--- src/rtl/mu0_control_unit.sv ---
// MU0 fetch/execute sequencer with req/ack memory handshake and wait-state timeout.
// Optional: define MU0_CTRL_ILLEGAL_TRAP_EN to trap opcodes 8-15 into HALT with a sticky illegal flag.
module mu0_control_unit #(
  parameter int unsigned TIMEOUT = 15,
  parameter int unsigned TO_W    = 8
) (
  input  logic       clk,
  input  logic       rst_n,
  input  logic       run,
  input  logic [3:0] opcode,
  input  logic       acc_zero,
  input  logic       acc_neg,
  input  logic       mem_ack,
  output logic       mem_req,
  output logic       mem_we,
  output logic       addr_sel,
  output logic       ir_ce,
  output logic       pc_inc,
  output logic       pc_load,
  output logic       acc_ce,
  output logic [1:0] alu_op,
  output logic       halted,
  output logic       bus_err,
  output logic       illegal
);

  typedef enum logic [1:0] {S_IDLE, S_FETCH, S_EXEC, S_HALT} state_e;

  localparam logic [3:0] OP_LDA = 4'd0;
  localparam logic [3:0] OP_STO = 4'd1;
  localparam logic [3:0] OP_ADD = 4'd2;
  localparam logic [3:0] OP_SUB = 4'd3;
  localparam logic [3:0] OP_JMP = 4'd4;
  localparam logic [3:0] OP_JGE = 4'd5;
  localparam logic [3:0] OP_JNE = 4'd6;
  localparam logic [3:0] OP_STP = 4'd7;

  localparam logic [1:0]      ALU_PASS  = 2'b00;
  localparam logic [1:0]      ALU_ADD   = 2'b01;
  localparam logic [1:0]      ALU_SUB   = 2'b10;
  localparam logic [TO_W-1:0] TIMEOUT_C = TO_W'(TIMEOUT);

  state_e          state_q, state_d;
  logic [TO_W-1:0] cnt_q, cnt_d;
  logic            bus_err_q, bus_err_d;
  logic            mem_op;
`ifdef MU0_CTRL_ILLEGAL_TRAP_EN
  logic            illegal_q, illegal_d;
`endif

  // Outputs are decoded from the current state so that strobes can follow
  // mem_ack in the same cycle and everything drops the moment rst_n falls.
  always_comb begin
    // NOTE: every signal gets a default first so no path leaves one unassigned (no latches).
    state_d   = state_q;
    cnt_d     = cnt_q;
    bus_err_d = bus_err_q;
`ifdef MU0_CTRL_ILLEGAL_TRAP_EN
    illegal_d = illegal_q;
`endif
    mem_op    = 1'b0;
    mem_req   = 1'b0;
    mem_we    = 1'b0;
    addr_sel  = 1'b0;
    ir_ce     = 1'b0;
    pc_inc    = 1'b0;
    pc_load   = 1'b0;
    acc_ce    = 1'b0;
    alu_op    = ALU_PASS;
    halted    = 1'b0;

    unique case (state_q)
      S_IDLE: if (run) state_d = S_FETCH;
      S_FETCH: begin
        mem_op  = 1'b1;
        mem_req = 1'b1;
        ir_ce   = mem_ack;
        pc_inc  = mem_ack;
        if (mem_ack) state_d = S_EXEC;
      end
      S_EXEC: begin
        unique case (opcode)
          OP_LDA, OP_ADD, OP_SUB: begin
            mem_op   = 1'b1;
            mem_req  = 1'b1;
            addr_sel = 1'b1;
            alu_op   = (opcode == OP_ADD) ? ALU_ADD :
                       (opcode == OP_SUB) ? ALU_SUB : ALU_PASS;
            acc_ce   = mem_ack;
            if (mem_ack) state_d = S_FETCH;
          end
          OP_STO: begin
            mem_op   = 1'b1;
            mem_req  = 1'b1;
            mem_we   = 1'b1;
            addr_sel = 1'b1;
            if (mem_ack) state_d = S_FETCH;
          end
          OP_JMP: begin pc_load = 1'b1;      state_d = S_FETCH; end
          OP_JGE: begin pc_load = !acc_neg;  state_d = S_FETCH; end
          OP_JNE: begin pc_load = !acc_zero; state_d = S_FETCH; end
          OP_STP: state_d = S_HALT;
          default: begin
`ifdef MU0_CTRL_ILLEGAL_TRAP_EN
            state_d   = S_HALT;
            illegal_d = 1'b1;
`else
            state_d   = S_FETCH;
`endif
          end
        endcase
      end
      S_HALT: halted = 1'b1;
      default: state_d = S_IDLE;
    endcase

    // A stalled access that reaches the limit aborts; strobes are already 0 without ack.
    if (mem_op && !mem_ack && (cnt_q == TIMEOUT_C)) begin
      state_d   = S_HALT;
      bus_err_d = 1'b1;
    end

    if ((state_d != state_q) || (mem_op && mem_ack)) cnt_d = '0;
    else if (mem_op)                                 cnt_d = cnt_q + TO_W'(1);
  end

  // NOTE: sequential state uses non-blocking assignments only.
  always_ff @(posedge clk or negedge rst_n) begin
    if (!rst_n) begin
      state_q   <= S_IDLE;
      cnt_q     <= '0;
      bus_err_q <= 1'b0;
`ifdef MU0_CTRL_ILLEGAL_TRAP_EN
      illegal_q <= 1'b0;
`endif
    end else begin
      state_q   <= state_d;
      cnt_q     <= cnt_d;
      bus_err_q <= bus_err_d;
`ifdef MU0_CTRL_ILLEGAL_TRAP_EN
      illegal_q <= illegal_d;
`endif
    end
  end

  assign bus_err = bus_err_q;
`ifdef MU0_CTRL_ILLEGAL_TRAP_EN
  assign illegal = illegal_q;
`else
  assign illegal = 1'b0;
`endif

endmodule

--- config.mk ---
export PLATFORM = sky130hd
export DESIGN_NAME = mu0_control_unit
export DESIGN_NICKNAME = d
export VERILOG_FILES = /design/src/rtl/mu0_control_unit.sv
export SDC_FILE = /design/constraint.sdc
export NUM_CORES = 1
export LEC_CHECK = 0
export BUFFER_PORTS_ARGS = -buffer_cell sky130_fd_sc_hd__buf_4
export CAP_MARGIN = 10
export CORE_ASPECT_RATIO = 1.2
export CORE_MARGIN = 3
export CORE_UTILIZATION = 45
export DETAILED_ROUTE_END_ITERATION = 10
export GPL_TIMING_DRIVEN = 0
export PLACE_DENSITY = 0.77
export SLEW_MARGIN = 30
export SYNTH_ARGS = -nofsm -noshare
export SYNTH_HDL_FRONTEND = slang
export SYNTH_SLANG_ARGS = --single-unit
--- constraint.sdc ---
create_clock -name clk -period 5 [get_ports clk]
set_input_delay 0.5 -clock clk [delete_from_list [all_inputs] [get_ports clk]]
set_output_delay 0.5 -clock clk [all_outputs]
set_load 0.05 [all_outputs]
==> flow_summary.toml, run 1 <==
[layout]
final_util_pct = 58.69
drive_above_1_share_pct = 30.65
n_antenna_cell = 0
final-seq-area_um2 = 275.3
finalInstanceArea_um2 = 1111
multi_input_area_um2 = 581.8
area_delta_synth_final_pct = 20.98
fillers = 185
stdcell_count = 143
fin_nets = 140

[critical_path]
cp_max_fo = 10
cp.required_ps = 4500
critical_path_arrival_ps = 2390
cp-end-kind = "output pin"
crit_family = "buffers and inverters"
crit_slowest_cell = "dfrtp_1"
path_class = "flop to output pin"
crit_chain = "clkbuf_1 > inv_1 > ha_1 > nor3b_4 > o21ai_0 > buf_2 > inv_1 > buf_4"
worst_path_most_repeated_cell = "inv_1"
cp-start-kind = "flop"
slowest_delay_ps = 380
crit_buf_inv = 5

[drt]
drt_first_pass_iters = 4
route.detailed.drc = 0
vias = 853
postRouteAntennaNets = 0
drt-initial-drc-count = 13
viasPerCell = 5.965
wl_um = 2005
wl_per_cell_um = 14.02

[place]
place_inst = 139
preCtsSetupSlack_ps = 2419
place.gp.congestion = 0.8588
dpl.hpwl_um = 1525
port_buffers = 19
dpl_cell_area_um2 = 1085

[logic_synthesis]
synth_edf_count = 0
syn_inst = 101
async_flop_share_pct = 100.0
postSynthAreaPerCell_um2 = 9.093
netlist_top_cells_count = "dfrtp_1 (11), nor3_1 (8), o21ai_0 (7)"
synth_top_area_cell = "dfrtp_1"
synth_most_common_cell = "dfrtp_1"
ys_seq_area_share_pct = 29.97
synthDominantCellAreaShare_pct = 29.97
synth_nets = 116
synthFlopType = "dfrtp_1"
synth.area.top_cells = "dfrtp_1 (30%), ha_1 (6.8%), nor3_1 (4.4%)"
yosysWarningCount = 0
syn_area_um2 = 918.4
synth_cell_types = 45
ys_seq_elements = 11

[pwr]
leakage_uw = 0.0004895
peakVddDrop_mv = 0.2880
cellPowerDensity_nw_per_um2 = 466.8

[global_routing]
grt_pass1_wl_um = 3408
antenna_found_initial = 0
grt_pass1_vias = 819
gr-usage-all-layers_pct = 17.18
grt-ovfl-total = 0
grt_max_degree = 12

[clock_network]
cts_inserted_buffers = 3
root_buffer = "clkbuf_4"
h-tree-depth = 1
cts.reportedPaths.clkPinSlew_ps = 70
clock-sinks = 11
hold_buffers = 0
cts_resized = 0
worstSkewPairLatency_ps = 270
cts_tree = "yes"
cts_max_path_buffers = 2
post-cts-setup-buffers = 0

[timing]
period_minus_slack_ps = 2890
rsz0062_at_grt = "no"
setup_viol = 0
setup_ws_ps = 2110
slew_headroom_pct = 58.40
maxSlewViolCount = 0
fin_worst_skew_ps = 4.646
worst_slew_pin_slew_ps = 624.1
hold_viol = 0
max_freq_mhz = 346.0
finalCritPeriodShare_pct = 57.80
fin_tns_setup_ps = 0

[die]
die_area_um2 = 2621
die_h_um = 55.49
rows = 17
coreArea_um2 = 1893
num_io_pins = 22
initial_core_util_pct = 48.51
die_x_um = 47.24

[run]
drv_cap = 0

[run_status]
status = "completed"

[worst_hold_path]
hold_path.class = "input pin to async pin"
==> layer usage <==
layer,vias up,wire [um],track usage (%)
met5,-,0,0
met3,5,126,3.583
li1,427,-,-
met1,392,919,21.02
met2,29,917,27.01
met4,0,41,8.696
==> placed cells by master, fill, tap and decap left out, types with 2 or more instances in the layout <==
cell       synthesis  final
buf_4              3     22
dfrtp_1           11     11
nor3_1             8      8
o21ai_0            7      7
inv_1              5      5
nand2_1            5      5
ha_1               5      5
nand3_1            4      4
a2bb2oi_1          4      4
nor2b_1            3      3
nor2_1             3      3
a21oi_1            3      3
clkbuf_4           0      3
clkbuf_1           1      2
nor4_1             2      2
a211oi_1           2      2
and3_2             2      2
nand2b_1           2      2
o211ai_1           2      2
nand4_1            2      2
nor3b_1            2      2
==> per-stage QoR <==
step	power, uW	hold slack [ps]
after CTS	524.7	46.98
after global routing	561.9	42.17
after global placement	454.3	344.0
final	518.6	43.45
after floorplan	380.1	204.4
after detailed placement	460.4	345.1
==> worst paths after layout <==
kind                             from          to  slack, ps  cells past startpoint
max                        state_q[0]     mem_req       2110                      8
min                             rst_n  state_q[0]         40                      1
max reg2reg                state_q[0]    cnt_q[6]       2510                      8
min reg2reg                   bus_err     bus_err        480                      1
max in group asynchronous       rst_n    cnt_q[3]       4800                      1
min in group clk              bus_err     bus_err        480                      1
==> flip-flops by register name, indices dropped and copies added (netlist names) <==
name / count
cnt_q: 8
bus_err: 1
state_q: 2
==> area by class of cell <==
type	instances	share of cell area, %
flip-flops and latches	11	24.77
clock buffers	4	2.365
inverters	5	1.689
repair buffers	19	12.84
plain buffers	6	3.829
well taps	19	2.140
multi-input cells	79	52.36
==> logic make-up after synthesis <==
group / share of synthesized area, %
and+or+nand+nor: 26.43
AOI/OAI and AO/OA: 24.93
DFF: 29.97
buffers and inverters: 6.675
adders and majority gates: 6.812
muxes: 3.814
other: 0.4083
xor gates and xnor gates: 0.9539
==> where the power goes <==
part	total [uW]	internal, uW	switching (uW)
clock network	62.1	30.9	31.2
registers	118	101	17.3
logic	338	119	219
total	519	251	267
(Power assumes the default switching activity.)
==> run 2: changes to the inputs <==
==> constraint.sdc (replaced) <==
create_clock -name clk -period 2.7 [get_ports clk]
set_input_delay 0.27 -clock clk [delete_from_list [all_inputs] [get_ports clk]]
set_output_delay 0.27 -clock clk [all_outputs]
set_load 0.05 [all_outputs]
==> flow_summary.toml, run 2 (synthesis gave the netlist of run 1 again) <==
[pwr]
totalPowerFinal_uw = 986.1
internal-power_uw = 478.3
switching_share_pct = 51.49
cellPowerDensity_nw_per_um2 = 869.9
p_seq_share_pct = 22.5
p_sw_uw = 507.8
leakage_uw = 0.0004934
peakVddDrop_mv = 0.5376
p_comb_share_pct = 66.0
p_clk_share_pct = 11.6

[global_routing]
gr-usage-all-layers_pct = 17.37
grt-ovfl-total = 0
grt_pass1_vias = 827
grt_max_degree = 12
grt_pass1_wl_um = 3450
antenna_found_initial = 0

[clock_network]
h-tree-depth = 1
worstSkewPairLatency_ps = 270
cts_tree = "yes"
post-cts-setup-buffers = 0
clock-sinks = 11
cts.reportedPaths.clkPinSlew_ps = 70
root_buffer = "clkbuf_4"
cts_inserted_buffers = 3
cts_max_path_buffers = 2

[critical_path]
crit_family = "buffers and inverters"
cp-start-kind = "flop"
crit_buf_inv = 5
critical_path_arrival_ps = 2210
path_class = "flop to output pin"
slowest_delay_ps = 440
cp-end-kind = "output pin"
crit_chain = "clkbuf_1 > inv_1 > ha_1 > nor3b_4 > o21ai_2 > buf_2 > inv_1 > buf_4"
cp_max_fo = 10
cp.required_ps = 2430
worst_path_most_repeated_cell = "inv_1"
crit_slowest_cell = "nor3b_4"

[timing]
rsz0062_at_grt = "no"
period_minus_slack_ps = 2478
setup_viol = 0
worst_slew_pin_slew_ps = 646.6
maxSlewViolCount = 0
fin_tns_setup_ps = 0
max_freq_mhz = 403.6
hold_viol = 0
finalCritPeriodShare_pct = 91.76
slew_headroom_pct = 56.89
fin_worst_skew_ps = 3.055

[drt]
wl_um = 2015
wl_per_cell_um = 13.99
vias = 850
viasPerCell = 5.903
postRouteAntennaNets = 0
route.detailed.drc = 0
drt_first_pass_iters = 4
drt-initial-drc-count = 19

[die]
num_io_pins = 22
initial_core_util_pct = 48.51
rows = 17
die_h_um = 55.49
die_x_um = 47.24
coreArea_um2 = 1893
die_area_um2 = 2621

[layout]
area_delta_synth_final_pct = 23.43
n_antenna_cell = 0
fillers = 181
layout_common_cells = "buf_4 (22), dfrtp_1 (11), nor3_1 (8)"
drive_above_1_share_pct = 31.20
largest_reg_flops = 8
fin_nets = 141
regMostFlops = "cnt_q"
final_common_cell = "buf_4"

[place]
dpl.hpwl_um = 1525
place.gp.congestion = 0.8588
port_buffers = 19

[worst_hold_path]
hold_path.class = "input pin to async pin"

[run]
drv_cap = 0

[run_status]
status = "completed"
-- run 2: changes by cell type in the layout (fill, tap and decap cells not counted) --
| cell | previous run | this run |
|---|---|---|
| dlygate4sd3_1 | 0 | 1 |
| mux2i_2 | 1 | 0 |
| mux2i_4 | 0 | 1 |
| o21ai_0 | 7 | 6 |
| o21ai_2 | 0 | 1 |
-- run 2: power by group through the flow --
stage	clock (uW)	sequential, uW	combinational [uW]
detailed placement	0	221	631
global placement	0	220	622
CTS	119	218	636
global route	124	227	713
finish	114	222	650
floorplan	0	215	489
-- run 2: stage by stage --
| step | utilization, % | cells | hold WS, ps | setup WS, ps | cell area, um^2 |
|---|---|---|---|---|---|
| 4_1_cts | 59.22 | 144 | 360.2 | 43.86 | 1121 |
| 5_1_grt | 59.88 | 144 | 373.9 | 34.89 | 1134 |
| 6_report | 59.88 | 144 | 364.3 | 222.4 | 1134 |
| 3_5_place_dp | 57.30 | 139 | 115.1 | 215.4 | 1085 |
| 3_3_place_gp | 57.30 | 139 | 114.0 | 244.8 | 1085 |
| 2_1_floorplan | - | 101 | -25.59 | 112.0 | 918.4 |
-- run 2: layout make-up --
| type | instances | area, um^2 | area share [%] |
|---|---|---|---|
| plain buffers | 6 | 42.54 | 3.753 |
| inverters | 5 | 18.77 | 1.656 |
| flip-flops and latches | 11 | 275.3 | 24.28 |
| multi-input cells | 79 | 594.3 | 52.43 |
| well taps | 19 | 23.77 | 2.097 |
| clock buffers | 4 | 26.28 | 2.318 |
| repair buffers | 20 | 152.6 | 13.47 |
-- run 2: repair_timing --
item                                    in CTS  in global routing
endpoints found under the setup margin       0                  6
gates resized for setup                      0                  3
hold endpoints to repair                    11                  0
hold buffers                                 1                  0
-- run 2: layer usage --
metal	wire length, um	share of wire (%)	up-vias	track usage [%]
met3	119	5.9	7	3.583
met4	50	2.5	0	8.696
met1	914	45	382	21.22
met5	0	0	-	0
li1	-	-	431	-
met2	931	46	30	27.39
-- run 2: path summary, 6_finish.rpt --
path	start	to	slack, ps	depth (start not counted)
setup / recovery	state_q[0]	mem_req	220	8
hold / removal	rst_n	state_q[0]	360	2
setup reg to reg	state_q[0]	cnt_q[6]	250	8
hold reg to reg	bus_err	bus_err	480	1
max in group asynchronous	rst_n	cnt_q[3]	2180	2
min in group clk	mem_ack	bus_err	440	4
==> run 3: changes to the inputs <==
--- a/config.mk
+++ b/config.mk
@@ -5,6 +5,7 @@
 export SDC_FILE = /design/constraint.sdc
 export NUM_CORES = 1
 export LEC_CHECK = 0
+export ABC_AREA = 1
 export BUFFER_PORTS_ARGS = -buffer_cell sky130_fd_sc_hd__buf_4
 export CAP_MARGIN = 10
 export CORE_ASPECT_RATIO = 1.2
@@ -12,7 +13,7 @@
 export CORE_UTILIZATION = 45
 export DETAILED_ROUTE_END_ITERATION = 10
 export GPL_TIMING_DRIVEN = 0
-export PLACE_DENSITY = 0.77
+export PLACE_DENSITY = 0.76
 export SLEW_MARGIN = 30
 export SYNTH_ARGS = -nofsm -noshare
 export SYNTH_HDL_FRONTEND = slang
==> flow_summary.toml, run 3 <==
[run_status]
status = "completed"

[layout]
largest_reg_flops = 8
regMostFlops = "cnt_q"
final_common_cell = "nand2_1"
finalInstanceArea_um2 = 1181
drive_above_1_share_pct = 28.21
layout_common_cells = "nand2_1 (27), buf_4 (22), inv_1 (18)"
area_delta_synth_final_pct = 23.08
fin_nets = 172
n_antenna_cell = 0

[drt]
wl_per_cell_um = 11.12
viasPerCell = 5.130
route.detailed.drc = 0
drt-initial-drc-count = 16
wl_um = 2046
vias = 944
drt_first_pass_iters = 4
postRouteAntennaNets = 0

[place]
preCtsSetupSlack_ps = 705.3
place.gp.congestion = 0.8413
dpl_cell_area_um2 = 1145
port_buffers = 20
dpl.hpwl_um = 1591

[die]
coreArea_um2 = 1936
die_area_um2 = 2725
die_h_um = 56.59
die_x_um = 48.16
rows = 17
initial_core_util_pct = 49.58
num_io_pins = 22

[pwr]
peakVddDrop_mv = 0.6935
cellPowerDensity_nw_per_um2 = 875.7
totalPowerFinal_uw = 1034
leakage_uw = 0.0006851

[logic_synthesis]
async_flop_share_pct = 100.0
synth.area.top_cells = "dfrtp_1 (29%), nand2_1 (11%), nand3_1 (7.8%)"
postSynthAreaPerCell_um2 = 7.326
netlist_top_cells_count = "nand2_1 (27), inv_1 (18), nand3_1 (15), dfrtp_1 (11), nor2_1 (11)"
syn_inst = 131
yosysWarningCount = 0
synth_nets = 146
synth_most_common_cell = "nand2_1"
synthFlopType = "dfrtp_1"
ys_seq_elements = 11
synth_top_area_cell = "dfrtp_1"
synth_cell_types = 23
ys_seq_area_share_pct = 28.68
synth_edf_count = 0
synthDominantCellAreaShare_pct = 28.68
syn_area_um2 = 959.7

[critical_path]
slowest_delay_ps = 450
crit_chain = "inv_1 > ha_1 > nand2_2 > a21boi_4 > bufbuf_8 > buf_4"
cp.required_ps = 2430
cp-end-kind = "output pin"
path_class = "flop to output pin"
critical_path_arrival_ps = 1950
cp-start-kind = "flop"
crit_slowest_cell = "dfrtp_1"
cp_max_fo = 10
crit_family = "buffers and inverters"
crit_buf_inv = 3

[clock_network]
cts_tree = "yes"
post-cts-setup-buffers = 0
clock-sinks = 11
worstSkewPairLatency_ps = 280
h-tree-depth = 1
root_buffer = "clkbuf_4"
cts_max_path_buffers = 2
cts.reportedPaths.clkPinSlew_ps = 70
cts_inserted_buffers = 3

[timing]
hold_viol = 0
rsz0062_at_grt = "no"
max_freq_mhz = 450.9
maxSlewViolCount = 0
fin_worst_skew_ps = 8.599
period_minus_slack_ps = 2218
finalCritPeriodShare_pct = 82.13
setup_viol = 0
fin_tns_setup_ps = 0
setup_ws_ps = 482.4

[run]
drv_cap = 0

[global_routing]
grt_pass1_vias = 874
gr-usage-all-layers_pct = 17.22
grt_pass1_wl_um = 3505
grt-ovfl-total = 0
grt_max_degree = 12
antenna_found_initial = 0

[worst_hold_path]
hold_path.class = "input pin to async pin"
-- run 3: layer usage --
layer  up-vias  global-route usage (%)  wire length, um  share of wire (%)
li1        467                       -                -                  -
met1       434                   20.16              832                 41
met2        38                   29.10             1058                 52
met3         5                   1.923              110                5.4
met4         0                   8.077               44                2.2
met5         -                       0                0                  0
-- run 3: cells by family after synthesis --
group | Yosys count | synth area share [%]
other | 1 | 0.3908
flip-flops | 11 | 28.68
buffers and inverters | 25 | 13.69
AO/OA/AOI/OAI | 4 | 3.520
XOR/XNOR | 5 | 4.564
AND/OR/NAND/NOR | 80 | 42.63
adder cells (fa/ha/maj) | 5 | 6.519
-- run 3: repair_timing --
action,in CTS,in global routing
hold endpoints to repair,11,0
resized for setup,0,0
hold buffers,1,0
setup endpoints to repair,0,0
-- run 3: through the flow --
step                      util (%)  hold slack (ps)  cells
after detailed placement     59.15            113.5    179
final                        61.02            348.7    184
after global placement       59.15            112.9    179
after floorplan                  -           -25.59    131
after global routing         61.02            351.4    184
after CTS                    61.02            352.2    184
-- run 3: final timing paths --
check                           start    endpoint  slack [ps]  depth (start not counted)
max                        state_q[0]     mem_req         480                          6
min                             rst_n    cnt_q[1]         350                          2
max reg2reg                state_q[0]    cnt_q[0]         700                         11
min reg2reg                   bus_err     bus_err         470                          2
max in group asynchronous       rst_n    cnt_q[0]        2190                          2
min in group clk                  run  state_q[0]         430                          5
-- run 3: power by group --
group	switching, uW	internal (uW)	total (uW)
Combinational	442	259	701
Sequential	32.1	186	218
Clock	58.0	57.3	115
Total	532	503	1030
-- run 3: final cells by class --
cell class | count | area [um^2]
fill | 156 | 754.5
multi-input combinational | 95 | 553.0
sequential | 11 | 275.3
timing repair buffer | 21 | 160.2
inverter | 20 | 75.07
buffer | 5 | 56.30
tap | 28 | 35.03
clock buffer | 4 | 26.28
